===== src/rtl/alu_mc_pkg.sv =====
// Shared types for the multi-cycle ALU: opcodes, control mask, flag register and FSM states.
// Optional multiplier is enabled by defining ALU_MC_MUL_EN.
package alu_mc_pkg;

  typedef enum logic [2:0] {
    op_add = 3'd0,
    op_and = 3'd1,
    op_or  = 3'd2,
    op_not = 3'd3,
    op_rl  = 3'd4,
    op_rr  = 3'd5,
    op_mul = 3'd6
  } opcode_t;

  typedef struct packed {
    logic S;
    logic C;
  } ctl_t;

  typedef struct packed {
    logic S;
    logic Z;
    logic C;
    logic V;
  } flags_t;

  localparam int ALU_MC_STATE_W = 2;

  typedef enum logic [ALU_MC_STATE_W-1:0] {
    IDLE = 2'd0,
    EXEC = 2'd1,
    DONE = 2'd2
  } alu_mc_state_t;

endpackage


===== src/rtl/alu_rot_step.sv =====
// One-bit rotate step (left or right) through an external carry, with optional
// carry feed-in or arithmetic sign fill on right rotates.
module alu_rot_step
  import alu_mc_pkg::*;
#(
  parameter int width = 8
) (
  input  logic [width-1:0] acc,
  input  logic             c_in,
  input  logic             left,
  input  ctl_t             ctl,
  output logic [width-1:0] acc_nxt,
  output logic             c_nxt
);

  logic fill_lsb;
  logic fill_msb;

  assign fill_lsb = ctl.C ? c_in : 1'b0;
  assign fill_msb = ctl.C ? c_in : (ctl.S ? acc[width-1] : 1'b0);

  always_comb begin
    // NOTE: every output gets a value before any branch so no latch can be inferred.
    acc_nxt = acc;
    c_nxt   = c_in;
    if (left) begin
      acc_nxt = {acc[width-2:0], fill_lsb};
      c_nxt   = acc[width-1];
    end else begin
      acc_nxt = {fill_msb, acc[width-1:1]};
      c_nxt   = acc[0];
    end
  end

endmodule


===== src/rtl/alu_mc.sv =====
// Multi-cycle ALU with valid/ready handshake, S/Z/C/V flag register and bit-serial rotates.
// Define ALU_MC_MUL_EN to build the shift-add multiplier for op_mul.
module alu_mc
  import alu_mc_pkg::*;
#(
  parameter int width   = 8,
  parameter int SHAMT_W = $clog2(width) + 1
) (
  input  logic               clk,
  input  logic               rst_n,
  input  logic               in_valid,
  output logic               in_ready,
  input  opcode_t            opcode,
  input  ctl_t               bmask,
  input  logic [width-1:0]   arg1,
  input  logic [width-1:0]   arg2,
  input  logic [SHAMT_W-1:0] shamt,
  output logic               out_valid,
  input  logic               out_ready,
  output logic [width-1:0]   dout,
  output logic [width-1:0]   dout_hi,
  output flags_t             flags
);

  localparam logic [SHAMT_W-1:0] WIDTH_CNT = SHAMT_W'(width);
  localparam logic [SHAMT_W-1:0] ONE_CNT   = SHAMT_W'(1);

  alu_mc_state_t state_q, state_d;

  opcode_t            op_q;
  ctl_t               ctl_q;
  logic [width-1:0]   a_q, b_q;
  logic               shamt_zero_q;
  logic [SHAMT_W-1:0] cnt_q, cnt_init;
  logic [width-1:0]   acc_q;
  logic               cw_q;

  logic [width-1:0]   dout_q, dout_hi_q;
  flags_t             flags_q;

  logic accept, last, is_rot;

  assign accept    = (state_q == IDLE) && in_valid;
  assign last      = (state_q == EXEC) && (cnt_q == ONE_CNT);
  assign is_rot    = (op_q == op_rl) || (op_q == op_rr);
  assign in_ready  = (state_q == IDLE);
  assign out_valid = (state_q == DONE);
  assign dout      = dout_q;
  assign dout_hi   = dout_hi_q;
  assign flags     = flags_q;

  always_ff @(posedge clk or negedge rst_n) begin
    if (!rst_n) state_q <= IDLE;
    else        state_q <= state_d;
  end

  always_comb begin
    state_d = state_q;
    case (state_q)
      IDLE:    if (in_valid)  state_d = EXEC;
      EXEC:    if (last)      state_d = DONE;
      DONE:    if (out_ready) state_d = IDLE;
      default: state_d = IDLE;
    endcase
  end

  // Cycle budget per op: rotates take their saturated count (min 1), mul one cycle per bit.
  always_comb begin
    cnt_init = ONE_CNT;
    case (opcode)
      op_rl, op_rr: begin
        if (shamt > WIDTH_CNT)  cnt_init = WIDTH_CNT;
        else if (shamt != '0)   cnt_init = shamt;
      end
`ifdef ALU_MC_MUL_EN
      op_mul:  cnt_init = WIDTH_CNT;
`endif
      default: cnt_init = ONE_CNT;
    endcase
  end

  logic [width-1:0] rot_acc;
  logic             rot_c;

  alu_rot_step #(.width(width)) u_rot_step (
    .acc     (acc_q),
    .c_in    (cw_q),
    .left    (op_q == op_rl),
    .ctl     (ctl_q),
    .acc_nxt (rot_acc),
    .c_nxt   (rot_c)
  );

  logic [width-1:0] b_eff;
  logic             add_cin;
  logic [width:0]   sum;

  assign b_eff   = ctl_q.S ? ~b_q : b_q;
  assign add_cin = ctl_q.S ? (ctl_q.C ? flags_q.C : 1'b1) : (ctl_q.C & flags_q.C);
  assign sum     = {1'b0, a_q} + {1'b0, b_eff} + {{width{1'b0}}, add_cin};

`ifdef ALU_MC_MUL_EN
  logic [width-1:0] mul_hi_q;
  logic [width:0]   mul_sum;
  logic [width-1:0] mul_hi_nxt, mul_lo_nxt;

  // acc_q holds the shrinking multiplier in its low bits while the product's low half shifts in.
  assign mul_sum    = {1'b0, mul_hi_q} + (acc_q[0] ? {1'b0, a_q} : '0);
  assign mul_hi_nxt = mul_sum[width:1];
  assign mul_lo_nxt = {mul_sum[0], acc_q[width-1:1]};
`endif

  logic [width-1:0] res_lo, res_hi;
  flags_t           res_flags;

  always_comb begin
    res_lo    = '0;
    res_hi    = '0;
    res_flags = flags_q;
    case (op_q)
      op_add: begin
        res_lo      = sum[width-1:0];
        res_flags.C = sum[width];
        res_flags.V = (a_q[width-1] == b_eff[width-1]) && (sum[width-1] != a_q[width-1]);
      end
      op_and: begin
        res_lo      = a_q & b_q;
        res_flags.C = 1'b0;
        res_flags.V = 1'b0;
      end
      op_or: begin
        res_lo      = a_q | b_q;
        res_flags.C = 1'b0;
        res_flags.V = 1'b0;
      end
      op_not: begin
        res_lo      = ~b_q;
        res_flags.C = 1'b0;
        res_flags.V = 1'b0;
      end
      op_rl, op_rr: begin
        res_lo      = shamt_zero_q ? a_q : rot_acc;
        res_flags.C = shamt_zero_q ? flags_q.C : rot_c;
        res_flags.V = 1'b0;
      end
`ifdef ALU_MC_MUL_EN
      op_mul: begin
        res_lo      = mul_lo_nxt;
        res_hi      = mul_hi_nxt;
        res_flags.C = |mul_hi_nxt;
        res_flags.V = |mul_hi_nxt;
      end
`endif
      default: begin
        res_lo    = '0;
        res_flags = flags_q;
      end
    endcase
    if (op_q == op_add || op_q == op_and || op_q == op_or || op_q == op_not || is_rot) begin
      res_flags.S = res_lo[width-1];
      res_flags.Z = (res_lo == '0);
    end
`ifdef ALU_MC_MUL_EN
    if (op_q == op_mul) begin
      res_flags.S = res_lo[width-1];
      res_flags.Z = ({res_hi, res_lo} == '0);
    end
`endif
  end

  // NOTE: sequential state uses non-blocking assignments so every register samples pre-edge values.
  always_ff @(posedge clk or negedge rst_n) begin
    if (!rst_n) begin
      // NOTE: working registers are reset too, so an op aborted by reset leaves nothing stale behind.
      op_q         <= op_add;
      ctl_q        <= '0;
      a_q          <= '0;
      b_q          <= '0;
      shamt_zero_q <= 1'b0;
      cnt_q        <= '0;
      acc_q        <= '0;
      cw_q         <= 1'b0;
      dout_q       <= '0;
      dout_hi_q    <= '0;
      flags_q      <= '0;
`ifdef ALU_MC_MUL_EN
      mul_hi_q     <= '0;
`endif
    end else if (accept) begin
      op_q         <= opcode;
      ctl_q        <= bmask;
      a_q          <= arg1;
      b_q          <= arg2;
      shamt_zero_q <= (shamt == '0);
      cnt_q        <= cnt_init;
      cw_q         <= flags_q.C;
`ifdef ALU_MC_MUL_EN
      acc_q        <= (opcode == op_mul) ? arg2 : arg1;
      mul_hi_q     <= '0;
`else
      acc_q        <= arg1;
`endif
    end else if (state_q == EXEC) begin
      cnt_q <= cnt_q - ONE_CNT;
      if (is_rot && !shamt_zero_q) begin
        acc_q <= rot_acc;
        cw_q  <= rot_c;
      end
`ifdef ALU_MC_MUL_EN
      if (op_q == op_mul) begin
        acc_q    <= mul_lo_nxt;
        mul_hi_q <= mul_hi_nxt;
      end
`endif
      if (last) begin
        dout_q    <= res_lo;
        dout_hi_q <= res_hi;
        flags_q   <= res_flags;
      end
    end
  end

endmodule


===== config.mk =====
export PLATFORM = sky130hd
export DESIGN_NAME = alu_mc
export DESIGN_NICKNAME = d
export VERILOG_FILES = /design/src/rtl/alu_mc_pkg.sv /design/src/rtl/alu_rot_step.sv /design/src/rtl/alu_mc.sv
export SDC_FILE = /design/constraint.sdc
export NUM_CORES = 1
export LEC_CHECK = 0
export BUFFER_PORTS_ARGS = -buffer_cell sky130_fd_sc_hd__buf_2
export CORE_MARGIN = 1.5
export CORE_UTILIZATION = 50
export CTS_BUF_LIST = sky130_fd_sc_hd__clkbuf_4 sky130_fd_sc_hd__clkbuf_8 sky130_fd_sc_hd__clkbuf_16
export DETAILED_ROUTE_END_ITERATION = 16
export PLACE_DENSITY_LB_ADDON = 0.2
export SLEW_MARGIN = 20
export SYNTH_ARGS = -nofsm -noshare
export SYNTH_HDL_FRONTEND = slang
export SYNTH_SLANG_ARGS = --single-unit

===== constraint.sdc =====
create_clock -name clk -period 5.8 [get_ports clk]
set_clock_uncertainty 0.1 [all_clocks]
set_input_delay 0.29 -clock clk [delete_from_list [all_inputs] [get_ports clk]]
set_output_delay 0.29 -clock clk [all_outputs]
set_load 0.01 [all_outputs]

Word-level counts from Yosys, hierarchy flattened. Cells that the tools add are included.

Output and inout port bits: 22. Bits of input ports: 29. Logic and storage cells: 94. Flip-flop bits (word level): 49.

Add/sub/neg operators: 3. Equal/unequal tests: 16. Bitwise logic cells: 5. Magnitude comparators: 1. Reduce and logical (&&, ||, !) cells: 27. Mux-type cells: 27.

Operators with widths (number): 2-to-1 mux 8 bit (6); one-hot mux 8 bit (5 select lines) (1); 2-to-1 mux 4 bit (5); equality test 3 bit (second input constant) (4); one-hot mux 2 bit (3 select lines) (2); 2-to-1 mux 1 bit (10); adder 8 x 8 -> 9 bit (1); adder 9 x 1 -> 9 bit (1); AND 8 bit (1); zero test 8 bit (1); NOT 8 bit (1); bitwise OR 8 bit (1); AND reduction 4 bit (2); equality test 3 x 2 -> 1 bit (second input constant) (2); 2-to-1 mux 2 bit (3); != test 2 bit (second input constant) (3); AND reduction 3 bit (2); logical OR 1 bit (5); AND reduction 5 bit (1); equality test 4 x 1 -> 1 bit (second input constant) (1); > comparator 4 bit (second input constant) (1); logical AND 1 bit (4); zero test 4 bit (1); nonzero test 2 bit (2); 17 further kinds (18).

Longest topological paths before layout.
Depth in word-level cells: 7. Mapped depth: 11. Depth with buffers taken out: 10.

Modules after synthesis. Synthesis repeated with hierarchy kept, for this count alone.

Cell total of the unflattened synthesis: 386. Area, all modules: 3275.6 µm².

Modules (own cells, without submodules): alu_mc (sequential area each 1226.2 µm², area an instance 3125.5 µm², cells each 371, instances 1); alu_rot_step (sequential area each 0.0 µm², area an instance 150.1 µm², cells each 15, instances 1).

Worst setup path after synthesis. OpenSTA, ideal clock, no wires.

Path type: reg-to-reg. Start point: register ctl_q[1] (netlist name). End point: register flags_q (netlist bit flags[2]). Cell stages (with the launch flop): 12. Setup slack: 3.083 ns. Arrival: 2.525 ns. Period minus slack after synthesis: 2.717 ns. Required time: 5.608 ns. Setup time: 0.092 ns. Buffers on the path: 1. Cell sequence: dfrtp_1 > clkbuf_1 > xor2_1 > fa_1 > inv_1 > fa_1 > xnor2_1 > a2bb2oi_1 > o211ai_1 > nor4_2 > nand4_1 > o31ai_2.

Longest elaborated chain between the ends: 6. Elaborated cells on any way between the ends: 10. Classes of those cells: add/sub: 2; mux: 7; reduce/logical: 1.

Ends and longest elaborated chain: start: declaration (line alu_mc.sv:31) `ctl_t ctl_q;`; start signal: assignment (line alu_mc.sv:191) `ctl_q <= bmask;`; parallel branches: the longest is 4 deep, another holds adder 8 x 8 -> 9 bit; one-hot mux 8 bit (5 select lines) (*) (line alu_mc.sv:120) `case (op_q)`; zero test 8 bit (*) (line alu_mc.sv:161) `res_flags.Z = (res_lo == '0);`; end signal: assignment (line alu_mc.sv:218) `flags_q <= res_flags;`; end: declaration (line alu_mc.sv:39) `flags_t flags_q;`.

Mark *: on every way between the ends. A chain may end at the register's enable or synchronous reset.

Final worst setup path. Same ends and word-level chain as after synthesis.

==> flow_summary.ini <==
[route]
drt-initial-drc-count = 202
routed_wl_mm = 7.57
viasPerCell = 5.63
ant_nets = 0
first_pass_iters = 5
wire_per_inst_um = 15.9
drcViolationCount = 0
vias = 2687

[synth]
synth_common_cells = nand2_1 (84), dfrtp_1 (49), o21ai_0 (26), a21oi_1 (16), nor2_1 (16)
synth_top_cell_by_area = dfrtp_1
synth_top_cells_by_area = dfrtp_1 (38%), nand2_1 (9.7%), o21ai_0 (4.0%)
ys_types = 56
ys_seq_elements = 49
synth-edff-count = 0
synthCells = 371
yosysMostFrequentCell = nand2_1
synth-main-ff-cell = dfrtp_1
synthArstFlopShare_pct = 100
yosysSeqAreaShare_pct = 37.9
syn_area_mm2 = 0.00324
avgSynthCellArea_um2 = 8.73
synth_top_area_share_pct = 37.9
ys.warnings.count = 0

[hold_path]
hp-class = input pin to asynchronous set/reset pin

[timing]
period_minus_slack_ns = 2.99
worst_hold_slack_ns = -0.0186
max_slew_margin_pct = 38.0
setup_tns_ns = 0
fin_crit_sh_pct = 51.6
worst_pin_slew_ns = 0.930
fmax_mhz = 334
setup_violations = 0
drv_slew = 0
hold_viol_final = 30
rsz0062_at_grt = false

[critical_path]
end_kind = flop
worstSetupStartpointType = flop
path_common_cell = fa_1
worst-endpoint-arrival_ns = 3.11
worstSetupPathType = flop to flop
reg2reg_slack_ns = 2.81
cpPeakStageDelay_ns = 0.69
critPathSlowestCell = dfrtp_1
cp_max_fo = 11
path_cells = xor2_1 > fa_1 > inv_1 > fa_1 > xnor2_1 > a2bb2oi_1 > o211ai_1 > nor4_2 > nand4_1 > o31ai_2
required_ns = 5.92
reg2regPathDepth = 10

[die]
floorplan.rows = 29
die_w_um = 83.5
coreArea_mm2 = 0.00631
fp.dieH_um = 83.5
start_util_pct = 51.3
die-area_mm2 = 0.00697
pin_count = 51

[clocking]
cts_sinks = 49
clk_path_buf_depth = 2
htree_levels = 2
cts-root-buf = clkbuf_8
cts_made_buffers = 5
cts_tree = built
post_cts_buffers = 0
clkTransAtPathRegs_ns = 0.08
cts_resized = 0
ctsHoldBuffers = 0
clk_latency_ns = 0.30

[grt]
grt_pass1_vias = 2587
grt_max_degree = 50
grt_antenna_before_repair = 0
grt_pass1_wl_mm = 12.9
grt_usage_pct = 23.0
grt_overflow_total = 0

[run_status]
status = finished with violations
violations = negative hold slack

[power_and_ir_drop]
vdd_drop_max_uv = 290
powerDensity_mw_per_mm2 = 641
leakage_nw = 1.71
power_mw = 2.25

[finish]
area_growth_pct = 8.19
nNetsFinal = 440
final_layout_size_suffix_gt1_share_pct = 15.0
n_fill_cell = 619
antennaDiodeCount = 0

[placed_design]
port_buffers = 42
place_congestion = 0.950
detailed_place_hpwl_mm = 5.64

[job]
drv_cap = 0
cell type report:
type                    instances  area [um^2]  share of cell area [%]
well taps                      77         96.3                    2.75
flip-flops and latches         49         1230                    35.0
clock buffers                   7         90.1                    2.57
multi-input cells             289         1830                    52.1
inverters                      11         41.3                    1.18
repair buffers                 44          225                    6.43
critical path, delay by kind of cell (launching register included):
family / cells / cell delay [ns]
buffers and inverters: 1 / 0.07
AND/OR/NAND/NOR: 2 / 0.47
XOR/XNOR: 2 / 0.40
flip-flops: 1 / 0.69
adder cells (fa/ha/maj): 2 / 0.70
AO/OA/AOI/OAI: 3 / 0.48
path summary, 6_finish.rpt:
check | start | to
max | ctl_q[1] | flags[2]
min | rst_n | cnt_q[2]
max reg2reg | ctl_q[1] | flags[2]
min reg2reg | flags[0] | flags[0]
max in group asynchronous | rst_n | b_q[4]
min in group clk | bmask[1] | ctl_q[1]
state kept, by name, summed over array words and instances, names as in the netlist:
register	count
op_q	3
dout	8
shamt_zero_q	1
b_q	8
ctl_q	2
a_q	8
flags	4
cw_q	1
state_q	2
acc_q	8
cnt_q	4
per-stage QoR:
| stage | std cells | setup WS [ns] | area, um^2 | hold WS, ns | util [%] |
|---|---|---|---|---|---|
| after floorplan | 378 | 3.08 | 3270 | -0.106 | - |
| after global placement | 470 | 2.78 | 3410 | 0.329 | 54.1 |
| after detailed placement | 470 | 2.83 | 3410 | 0.335 | 54.1 |
| after CTS | 477 | 2.81 | 3500 | 0.0125 | 55.5 |
| after global routing | 477 | 2.54 | 3500 | 0.0613 | 55.5 |
| final | 477 | 2.81 | 3500 | -0.0186 | 55.5 |
cell usage in the layout, fill, tap and decap left out, types with 6 or more instances in the layout:
master and n:
xor2_1 13, nand2_1 84, dfrtp_1 49, o21ai_0 26, nor4bb_1 6, a21oi_1 16, o211ai_1 6, xnor2_1 7
inv_1 11, ha_1 9, mux2i_1 8, a211oi_1 9, nor2b_1 9, nor2_1 16, conb_1 8, buf_2 42
clkbuf_8 6
report_power, final:
| part | internal, mW | switching (mW) | leakage (nW) |
|---|---|---|---|
| Sequential | 0.495 | 0.247 | 0.616 |
| Clock | 0.0994 | 0.105 | 0.0477 |
| Combinational | 0.581 | 0.719 | 1.05 |
| Total | 1.18 | 1.07 | 1.71 |
per-layer routing:
layer / share of wire [%] / global-route usage [%] / routed length, um / vias up
li1: - / - / - / 1341
met1: 49 / 33.1 / 3700 / 1245
met2: 44 / 35.8 / 3320 / 88
met3: 5.3 / 3.96 / 404 / 13
met4: 1.8 / 7.30 / 140 / 0
met5: 0 / 0 / 0 / -
kinds of logic after synthesis:
group	Yosys count	share of synthesized area, %
and+or+nand+nor	152	23.1
AOI/OAI and AO/OA	85	17.6
DFF	49	37.9
buffers and inverters	40	6.60
xor gates and xnor gates	20	5.41
muxes	13	4.56
adders and majority gates	11	4.71
other	1	0.116
No activity file was read; power rests on OpenSTA's default activity.
